--- src/rtl/fetch_pkg.sv ---
// Shared types and constants for the instruction-fetch front end.
package fetch_pkg;

  localparam int XLEN       = 32;
  localparam int INST_BYTES = 4;

  // One prefetched instruction together with the PC it was fetched from.
  typedef struct packed {
    logic [XLEN-1:0] pc;
    logic [XLEN-1:0] inst;
  } fetch_entry_t;

  // Redirect targets are forced onto a word boundary.
  function automatic logic [XLEN-1:0] word_align(input logic [XLEN-1:0] addr);
    return {addr[XLEN-1:2], 2'b00};
  endfunction

endpackage

--- src/rtl/fetch_fifo.sv ---
// Small synchronous prefetch queue of fetch entries. Flush wins over push
// and pop; the head entry is read combinationally from the storage array.
module fetch_fifo
  import fetch_pkg::*;
#(
  parameter int  DEPTH = 2,
  localparam int CW    = $clog2(DEPTH + 1)
) (
  input  logic          clk_i,
  input  logic          rst_i,
  input  logic          flush_i,
  input  logic          push_i,
  input  fetch_entry_t  entry_i,
  input  logic          pop_i,
  output fetch_entry_t  head_o,
  output logic [CW-1:0] count_o,
  output logic          full_o,
  output logic          empty_o
);

  localparam int            PW         = (DEPTH > 1) ? $clog2(DEPTH) : 1;
  localparam logic [PW-1:0] LAST_PTR   = PW'(DEPTH - 1);
  localparam logic [CW-1:0] FULL_COUNT = CW'(DEPTH);

  fetch_entry_t  mem_q [DEPTH];
  logic [PW-1:0] wr_ptr_q, wr_ptr_d;
  logic [PW-1:0] rd_ptr_q, rd_ptr_d;
  logic [CW-1:0] count_q, count_d;
  logic          do_push;
  logic          do_pop;

  function automatic logic [PW-1:0] ptr_inc(input logic [PW-1:0] ptr);
    return (ptr == LAST_PTR) ? '0 : ptr + PW'(1);
  endfunction

  // Next pointer/count state; flush empties the queue regardless of push/pop.
  always_comb begin
    // NOTE: every variable gets a default first so no path can leave one unassigned and infer a latch.
    wr_ptr_d = wr_ptr_q;
    rd_ptr_d = rd_ptr_q;
    count_d  = count_q;
    do_push  = push_i && !flush_i;
    do_pop   = pop_i && !flush_i && (count_q != '0);
    if (flush_i) begin
      wr_ptr_d = '0;
      rd_ptr_d = '0;
      count_d  = '0;
    end else begin
      if (do_push) wr_ptr_d = ptr_inc(wr_ptr_q);
      if (do_pop)  rd_ptr_d = ptr_inc(rd_ptr_q);
      count_d = count_q + CW'(do_push) - CW'(do_pop);
    end
  end

  // Pointer and count registers with synchronous active-low reset.
  always_ff @(posedge clk_i) begin
    // NOTE: sequential state uses non-blocking assignments so every register samples pre-edge values.
    if (!rst_i) begin
      wr_ptr_q <= '0;
      rd_ptr_q <= '0;
      count_q  <= '0;
    end else begin
      wr_ptr_q <= wr_ptr_d;
      rd_ptr_q <= rd_ptr_d;
      count_q  <= count_d;
    end
  end

  // Entry storage write port.
  always_ff @(posedge clk_i) begin
    // NOTE: storage is deliberately not reset; count_q alone decides which slots are meaningful.
    if (do_push) mem_q[wr_ptr_q] <= entry_i;
  end

  assign head_o  = mem_q[rd_ptr_q];
  assign count_o = count_q;
  assign full_o  = (count_q == FULL_COUNT);
  assign empty_o = (count_q == '0);

endmodule

--- src/rtl/fetch_unit.sv ---
// Instruction-fetch front end: owns the fetch PC, issues credit-limited word
// requests, tags returning words with their PC in a prefetch queue, and drops
// words that were already in flight when a redirect arrived.
module fetch_unit
  import fetch_pkg::*;
#(
  parameter int                   DATAWIDTH = 32,
  parameter int                   DEPTH     = 2,
  parameter logic [DATAWIDTH-1:0] BOOT_ADDR = '0
) (
  input  logic                 clk_i,
  input  logic                 rst_i,
  output logic                 imem_req_o,
  output logic [DATAWIDTH-1:0] imem_addr_o,
  input  logic                 imem_gnt_i,
  input  logic                 imem_rvalid_i,
  input  logic [DATAWIDTH-1:0] imem_rdata_i,
  input  logic                 redirect_i,
  input  logic [DATAWIDTH-1:0] redirect_pc_i,
  output logic                 valid_o,
  input  logic                 ready_i,
  output logic [DATAWIDTH-1:0] inst_o,
  output logic [DATAWIDTH-1:0] pc_o
);

  localparam int           CW      = $clog2(DEPTH + 1);
  localparam logic [CW:0]  DEPTH_W = (CW + 1)'(DEPTH);

  logic [DATAWIDTH-1:0] fetch_pc_q, fetch_pc_d;
  logic [DATAWIDTH-1:0] resp_pc_q, resp_pc_d;
  logic [CW-1:0]        outstanding_q, outstanding_d;
  logic [CW-1:0]        discard_q, discard_d;

  logic [CW-1:0] fifo_count;
  logic          fifo_full;
  logic          fifo_empty;
  fetch_entry_t  fifo_head;
  fetch_entry_t  push_entry;
  logic [CW:0]   credit_used;
  logic          grant;
  logic          push;
  logic          pop;

  // Request/credit and handshake decode; a redirect suppresses request, push and pop.
  always_comb begin
    credit_used = {1'b0, outstanding_q} + {1'b0, fifo_count};
    imem_req_o  = rst_i && (credit_used < DEPTH_W) && !redirect_i;
    imem_addr_o = fetch_pc_q;
    grant       = imem_req_o && imem_gnt_i;
    valid_o     = rst_i && !fifo_empty;
    pop         = valid_o && ready_i && !redirect_i;
    push        = imem_rvalid_i && (discard_q == '0) && !redirect_i;
    push_entry  = '{pc: resp_pc_q, inst: imem_rdata_i};
  end

  // Next PCs and in-flight/discard counters; a redirect marks every word still in flight as stale.
  always_comb begin
    fetch_pc_d    = fetch_pc_q;
    resp_pc_d     = resp_pc_q;
    outstanding_d = outstanding_q;
    discard_d     = discard_q;
    if (redirect_i) begin
      fetch_pc_d    = word_align(redirect_pc_i);
      resp_pc_d     = word_align(redirect_pc_i);
      outstanding_d = outstanding_q - CW'(imem_rvalid_i);
      discard_d     = outstanding_d;
    end else begin
      if (grant) fetch_pc_d = fetch_pc_q + DATAWIDTH'(INST_BYTES);
      if (push)  resp_pc_d  = resp_pc_q + DATAWIDTH'(INST_BYTES);
      outstanding_d = outstanding_q + CW'(grant) - CW'(imem_rvalid_i);
      if (imem_rvalid_i && (discard_q != '0)) discard_d = discard_q - CW'(1);
    end
  end

  // PC and counter registers with synchronous active-low reset.
  always_ff @(posedge clk_i) begin
    if (!rst_i) begin
      fetch_pc_q    <= BOOT_ADDR;
      resp_pc_q     <= BOOT_ADDR;
      outstanding_q <= '0;
      discard_q     <= '0;
    end else begin
      fetch_pc_q    <= fetch_pc_d;
      resp_pc_q     <= resp_pc_d;
      outstanding_q <= outstanding_d;
      discard_q     <= discard_d;
    end
  end

  fetch_fifo #(
    .DEPTH (DEPTH)
  ) u_fifo (
    .clk_i   (clk_i),
    .rst_i   (rst_i),
    .flush_i (redirect_i),
    .push_i  (push),
    .entry_i (push_entry),
    .pop_i   (pop),
    .head_o  (fifo_head),
    .count_o (fifo_count),
    .full_o  (fifo_full),
    .empty_o (fifo_empty)
  );

  assign inst_o = fifo_head.inst;
  assign pc_o   = fifo_head.pc;

  // The credit rule keeps queued plus in-flight words within DEPTH, so these must hold.
  ast_no_overflow : assert property (@(posedge clk_i) disable iff (!rst_i)
    !(push && fifo_full && !pop));
  ast_rvalid_has_outstanding : assert property (@(posedge clk_i) disable iff (!rst_i)
    imem_rvalid_i |-> (outstanding_q != '0));
  ast_discard_bounded : assert property (@(posedge clk_i) disable iff (!rst_i)
    discard_q <= outstanding_q);

endmodule
--- config.mk ---
export PLATFORM = sky130hd
export DESIGN_NAME = fetch_unit
export DESIGN_NICKNAME = d
export VERILOG_FILES = /design/src/rtl/fetch_pkg.sv /design/src/rtl/fetch_fifo.sv /design/src/rtl/fetch_unit.sv
export SDC_FILE = /design/constraint.sdc
export NUM_CORES = 1
export LEC_CHECK = 0
export ABC_AREA = 1
export CORE_MARGIN = 8
export CORE_UTILIZATION = 58
export CTS_CLUSTER_DIAMETER = 60
export DETAILED_ROUTE_END_ITERATION = 10
export PLACE_DENSITY = 0.86
export SYNTH_ARGS = -nofsm -noshare
export SYNTH_HDL_FRONTEND = slang
export SYNTH_HIERARCHICAL = 1
export SYNTH_SLANG_ARGS = --single-unit
--- constraint.sdc ---
create_clock -name clk_i -period 9.6 [get_ports clk_i]
set_clock_uncertainty 0.1 [all_clocks]
set_input_delay 1.92 -clock clk_i [delete_from_list [all_inputs] [get_ports clk_i]]
set_output_delay 1.92 -clock clk_i [all_outputs]
set_load 0.1 [all_outputs]
==> results of run 1 <==
## metrics by stage
stage	utilization (%)	instances	hold WS, ps	setup slack, ps
after floorplan	-	1010	347.8	2403
after global placement	69.40	1369	361.0	3064
after detailed placement	69.40	1369	369.7	3038
after CTS	72.99	1401	377.4	3021
after global routing	72.99	1401	392.0	2827
final	72.99	1401	377.2	3006
## cells in the final DEF (no fill, tap or decap), drive strengths merged
cell type / count
nand2: 269
edfxtp: 128
and2: 1
nor4: 1
dfxtp: 69
inv: 117
nor3: 4
buf: 7
o21bai: 1
clkdlybuf4s50: 162
o221a: 1
conb: 6
ha: 7
o211ai: 4
and3: 1
a31oi: 12
bufinv: 2
o31ai: 3
nand3b: 6
nand3: 50
a21boi: 1
a211oi: 1
xor2: 12
fa: 1
clkinv: 5
o22ai: 2
xnor2: 4
clkbuf: 18
or2: 2
a21oi: 55
mux2: 64
nor2: 111
a22o: 1
o21ai: 46
nand4: 7
## final cells by class
| cell class | instances | share of cell area, % |
|---|---|---|
| clock buffer | 18 | 3.558 |
| timing repair buffer | 169 | 13.86 |
| inverter | 110 | 3.423 |
| sequential | 197 | 43.35 |
| multi-input combinational | 673 | 32.16 |
| tap | 220 | 2.282 |
| clock inverter | 14 | 1.369 |
## final timing paths
path / to / slack (ps) / depth (start not counted)
worst max-delay path: imem_req_o / 3010 / 4
worst min register to register: u_fifo/mem_q[1][63] / 380 / 0
worst min-delay path: u_fifo/mem_q[1][63] / 380 / 0
worst max register to register: outstanding_q[1] / 6940 / 12
## metal layers
layer / track usage [%] / up-vias / wire length (µm)
li1: - / 3675 / -
met1: 28.73 / 3582 / 9684
met2: 37.34 / 406 / 11510
met3: 5.473 / 56 / 2070
met4: 8.693 / 0 / 586
met5: 0 / - / 0
## report_power, final
group	switching, W	internal [W]
registers	0.0000343	0.000933
clock network	0.000324	0.000393
logic	0.000206	0.0000903
## state kept, by name (all words and copies together), names as in the netlist, named ones only
register	count
u_fifo/rd_ptr_q	1
discard_q	2
u_fifo/wr_ptr_q	1
u_fifo/count_o	2
outstanding_q	2
resp_pc_q	30
u_fifo/mem_q	128
imem_addr_o	30
==> results.yml, run 1 <==
placed_design:
  io_buffers: 163
  gp_congestion: 0.9670
  placed_area_um2: 11470
  dp.final_hpwl_mm: 16.80
setup_path:
  endpoint_kind: "output port"
  path_delay_family: "buffers and inverters"
  worstPathRequired_ps: 7580
  r2r-start: "u_fifo/count_o[0]"
  crit_path_start_kind: "input port"
  worstPathCellList: "clkdlybuf4s50_1, inv_2, nor4_1, clkdlybuf4s50_1"
  crit_type: "input port to output port"
  crit_top_cell: "clkdlybuf4s50_1"
  slowest_stage: "clkdlybuf4s50_1"
  cp_num_buf_inv: 3
  critPathArrivalTime_ps: 4570
  critPathMaxFanout: 26
  critPathMaxStageDelay_ps: 1190
  crit_start: "rst_i"
route:
  firstDrtPassIters: 6
  vias: 7719
  routed_wl_mm: 23.85
  ant_nets: 0
  wire_per_inst_um: 17.03
  drc: 0
  dr.first_iter.drc_count: 640
  viasPerCell: 5.510
timing:
  timing.final.crit_share_pct: 68.69
  hold_viol_final: 0
  tns_ps: 0
  finalSetupViolCount: 0
  fmax_mhz: 151.7
  tightest_slew_ps: 1055
  max_slew_margin_pct: 29.43
  slew_violations: 0
  period_needed_ps: 6594
  rsz0062_at_grt: "no"
grt:
  grt_pass1_vias: 7538
  antenna_found_initial: 0
  grt_pass1_wl_mm: 38.90
  gr-total-overflow: 0
  grt_max_degree: 66
  grt_util_all_layers_pct: 22.79
cts:
  cts_buffers: 17
  cts_hold_buffers: 0
  ctsResizeCount: 0
  clk_path_buf_depth: 2
  clkLatencyLatePin_ps: 430
  cts.sinks: 197
  cts_root_buf: "clkbuf_16"
  path_clk_slew_ps: 60
  htree_num_levels: 4
  cts_tree: "yes"
  cts_setup_buffers: 0
cells_and_area:
  final_area_um2: 12060
  drive_above_1_share_pct: 11.69
  multi_input_area_um2: 3879
  nets: 1246
  seq_area_um2: 5229
  diodes: 0
  fill_cells: 1128
  area_delta_synth_final_pct: 23.80
min_path:
  min_path_type: "register to register"
  hold_start: "resp_pc_q[31]"
floorplanning:
  core.rowCount: 47
  pin_count: 168
  core_um2: 16520
  die_h_um: 145.6
  die_area_um2: 21200
  start_util_pct: 58.96
  dieWidth_um: 145.6
yosys:
  yosys_warnings: 6
  syn_area_per_cell_um2: 9.695
  synth_area_um2: 9743
  synth_cells: 1005
job:
  maxCapViolations: 0
power_and_ir_drop:
  p_per_area_nw_per_um2: 164.2
  leakage_nw: 4.550
  total_power_w: 0.001980
  irDropWorstVdd_v: 0.0001301
outcome:
  status: "finished, final reports clean"
(Power assumes the default switching activity.)
==> run 2, diff against run 1 <==
--- a/config.mk
+++ b/config.mk
@@ -7,10 +7,10 @@
 export LEC_CHECK = 0
 export ABC_AREA = 1
 export CORE_MARGIN = 8
-export CORE_UTILIZATION = 58
+export CORE_UTILIZATION = 48
 export CTS_CLUSTER_DIAMETER = 60
 export DETAILED_ROUTE_END_ITERATION = 10
-export PLACE_DENSITY = 0.86
+export PLACE_DENSITY = 0.76
 export SYNTH_ARGS = -nofsm -noshare
 export SYNTH_HDL_FRONTEND = slang
 export SYNTH_HIERARCHICAL = 1
==> constraint.sdc (replaced) <==
create_clock -name clk_i -period 5.8 [get_ports clk_i]
set_clock_uncertainty 0.1 [all_clocks]
set_input_delay 1.16 -clock clk_i [delete_from_list [all_inputs] [get_ports clk_i]]
set_output_delay 1.16 -clock clk_i [all_outputs]
set_load 0.1 [all_outputs]
==> results.yml, run 2 (synthesis gave the netlist of run 1 again) <==
floorplanning:
  core.rowCount: 52
  die_h_um: 158.5
  start_util_pct: 48.46
  die_area_um2: 25110
  core_um2: 20100
  pin_count: 168
  dieWidth_um: 158.5
route:
  routed_wl_mm: 22.74
  dr.first_iter.drc_count: 536
  vias: 7442
  firstDrtPassIters: 5
  viasPerCell: 5.125
  ant_nets: 0
  wire_per_inst_um: 15.66
  drc: 0
cts:
  cts_setup_buffers: 0
  cts_tree: "yes"
  cts.sinks: 197
  htree_num_levels: 4
  ctsResizeCount: 0
  path_clk_slew_ps: 70
  clkLatencyLatePin_ps: 440
  cts_buffers: 17
  cts_hold_buffers: 0
  clk_path_buf_depth: 2
  cts_root_buf: "clkbuf_16"
setup_path:
  crit_type: "register to output port"
  timing.rr.end: "outstanding_q[1]"
  reg2reg_depth: 12
  worstPathCellList: "buf_4, mux2_4, clkdlybuf4s50_1"
  critPathMaxStageDelay_ps: 1120
  crit_cells: 3
  path_delay_family: "buffers and inverters"
  endpoint_kind: "output port"
  cp_num_buf_inv: 2
  slowest_stage: "clkdlybuf4s50_1"
  critPathArrivalTime_ps: 3010
  crit_path_start_kind: "register"
  worstPathRequired_ps: 4540
  critPathMaxFanout: 43
  r2r-start: "u_fifo/count_o[0]"
  rrSetupSlack_ps: 3180
timing:
  timing.final.crit_share_pct: 73.58
  tightest_slew_ps: 1045
  slew_violations: 0
  fmax_mhz: 234.3
  finalWorstSetupSlack_ps: 1532
  finalSetupViolCount: 0
  tns_ps: 0
  holdWs_ps: 400.0
  max_slew_margin_pct: 30.12
  rsz0062_at_grt: "no"
  period_needed_ps: 4268
  hold_viol_final: 0
cells_and_area:
  largest_reg_flops: 128
  multi_input_area_um2: 3879
  fin_util_pct: 60.34
  diodes: 0
  drive_above_1_share_pct: 11.93
  mostFrequentLayoutCells: "nand2_1 (266), clkdlybuf4s50_1 (160), edfxtp_1 (128), inv_1 (104), nor2_1 (93)"
  seq_area_um2: 5229
  area_delta_synth_final_pct: 24.51
  nets: 1248
  top_register: "u_fifo/mem_q"
  fill_cells: 1659
  final_common_cell: "nand2_1"
power_and_ir_drop:
  p_per_area_nw_per_um2: 266.5
  irDropWorstVdd_v: 0.0002069
  leakage_nw: 4.552
grt:
  grt_util_all_layers_pct: 17.72
  grt_max_degree: 65
  gr-total-overflow: 0
  grt_pass1_vias: 6994
  grt_pass1_wl_mm: 34.80
  antenna_found_initial: 0
placed_design:
  gp_congestion: 0.8749
  io_buffers: 163
  place_ws_ps: 1904
  dp.final_hpwl_mm: 16.28
min_path:
  hold_start: "resp_pc_q[31]"
  whs_endpoint: "u_fifo/mem_q[1][63]"
  hold_depth: 0
  min_path_type: "register to register"
job:
  maxCapViolations: 0
outcome:
  status: "finished, final reports clean"
-- run 2: changes by cell type in the layout (fill, tap and decap cells not counted), sizes merged --
cell / previous run / this run
clkbuf: 18 / 17
bufinv: 2 / 1
buf: 7 / 11
clkinvlp: 0 / 1
clkdlybuf4s50: 162 / 160
-- run 2: worst register-to-register path, delay by kind of cell, from the launching register on --
family                   cells  cell delay, ps
flip-flops                   1             390
buffers and inverters        2             110
AO/OA/AOI/OAI                1              70
AND/OR/NAND/NOR              5             790
adder cells (fa/ha/maj)      3             910
XOR/XNOR                     1             150
-- run 2: metal layers --
metal / vias to the layer above / GRT usage (%) / share of wire (%)
li1: 3685 / - / -
met1: 3441 / 23.10 / 45
met2: 291 / 28.93 / 46
met3: 25 / 4.207 / 8.4
met4: 0 / 4.984 / 1.4
met5: - / 0 / 0
-- run 2: worst max path at each step --
stage                      end  slack (ps)
finish              inst_o[22]        1530
global placement    imem_req_o        1930
CTS                 inst_o[27]        1480
detailed placement  imem_req_o        1900
floorplan           imem_req_o         120
global route        inst_o[17]        1420
-- run 2: area by class of cell --
class                   count  area share, %
flip-flops and latches    197          43.10
multi-input cells         673          31.97
repair buffers            171          14.07
clock buffers              17          3.507
inverters                 110          3.403
well taps                 270          2.785
clock inverters            14          1.165
-- run 2: per-stage QoR --
stage                     power (W)  cells  instance area [µm²]
after floorplan            0.001964   1010                 9762
after detailed placement   0.002116   1421                11560
after CTS                  0.003249   1452                12130
final                      0.003233   1452                12130
after global routing       0.003330   1452                12130
after global placement     0.002107   1421                11560
-- run 2: power breakdown --
part | internal [W] | switching [W] | total (W) | leakage (nW)
clock | 0.000604 | 0.000541 | 0.00114 | 0.278
sequential | 0.00154 | 0.0000556 | 0.00160 | 1.74
combinational | 0.000150 | 0.000338 | 0.000488 | 2.53
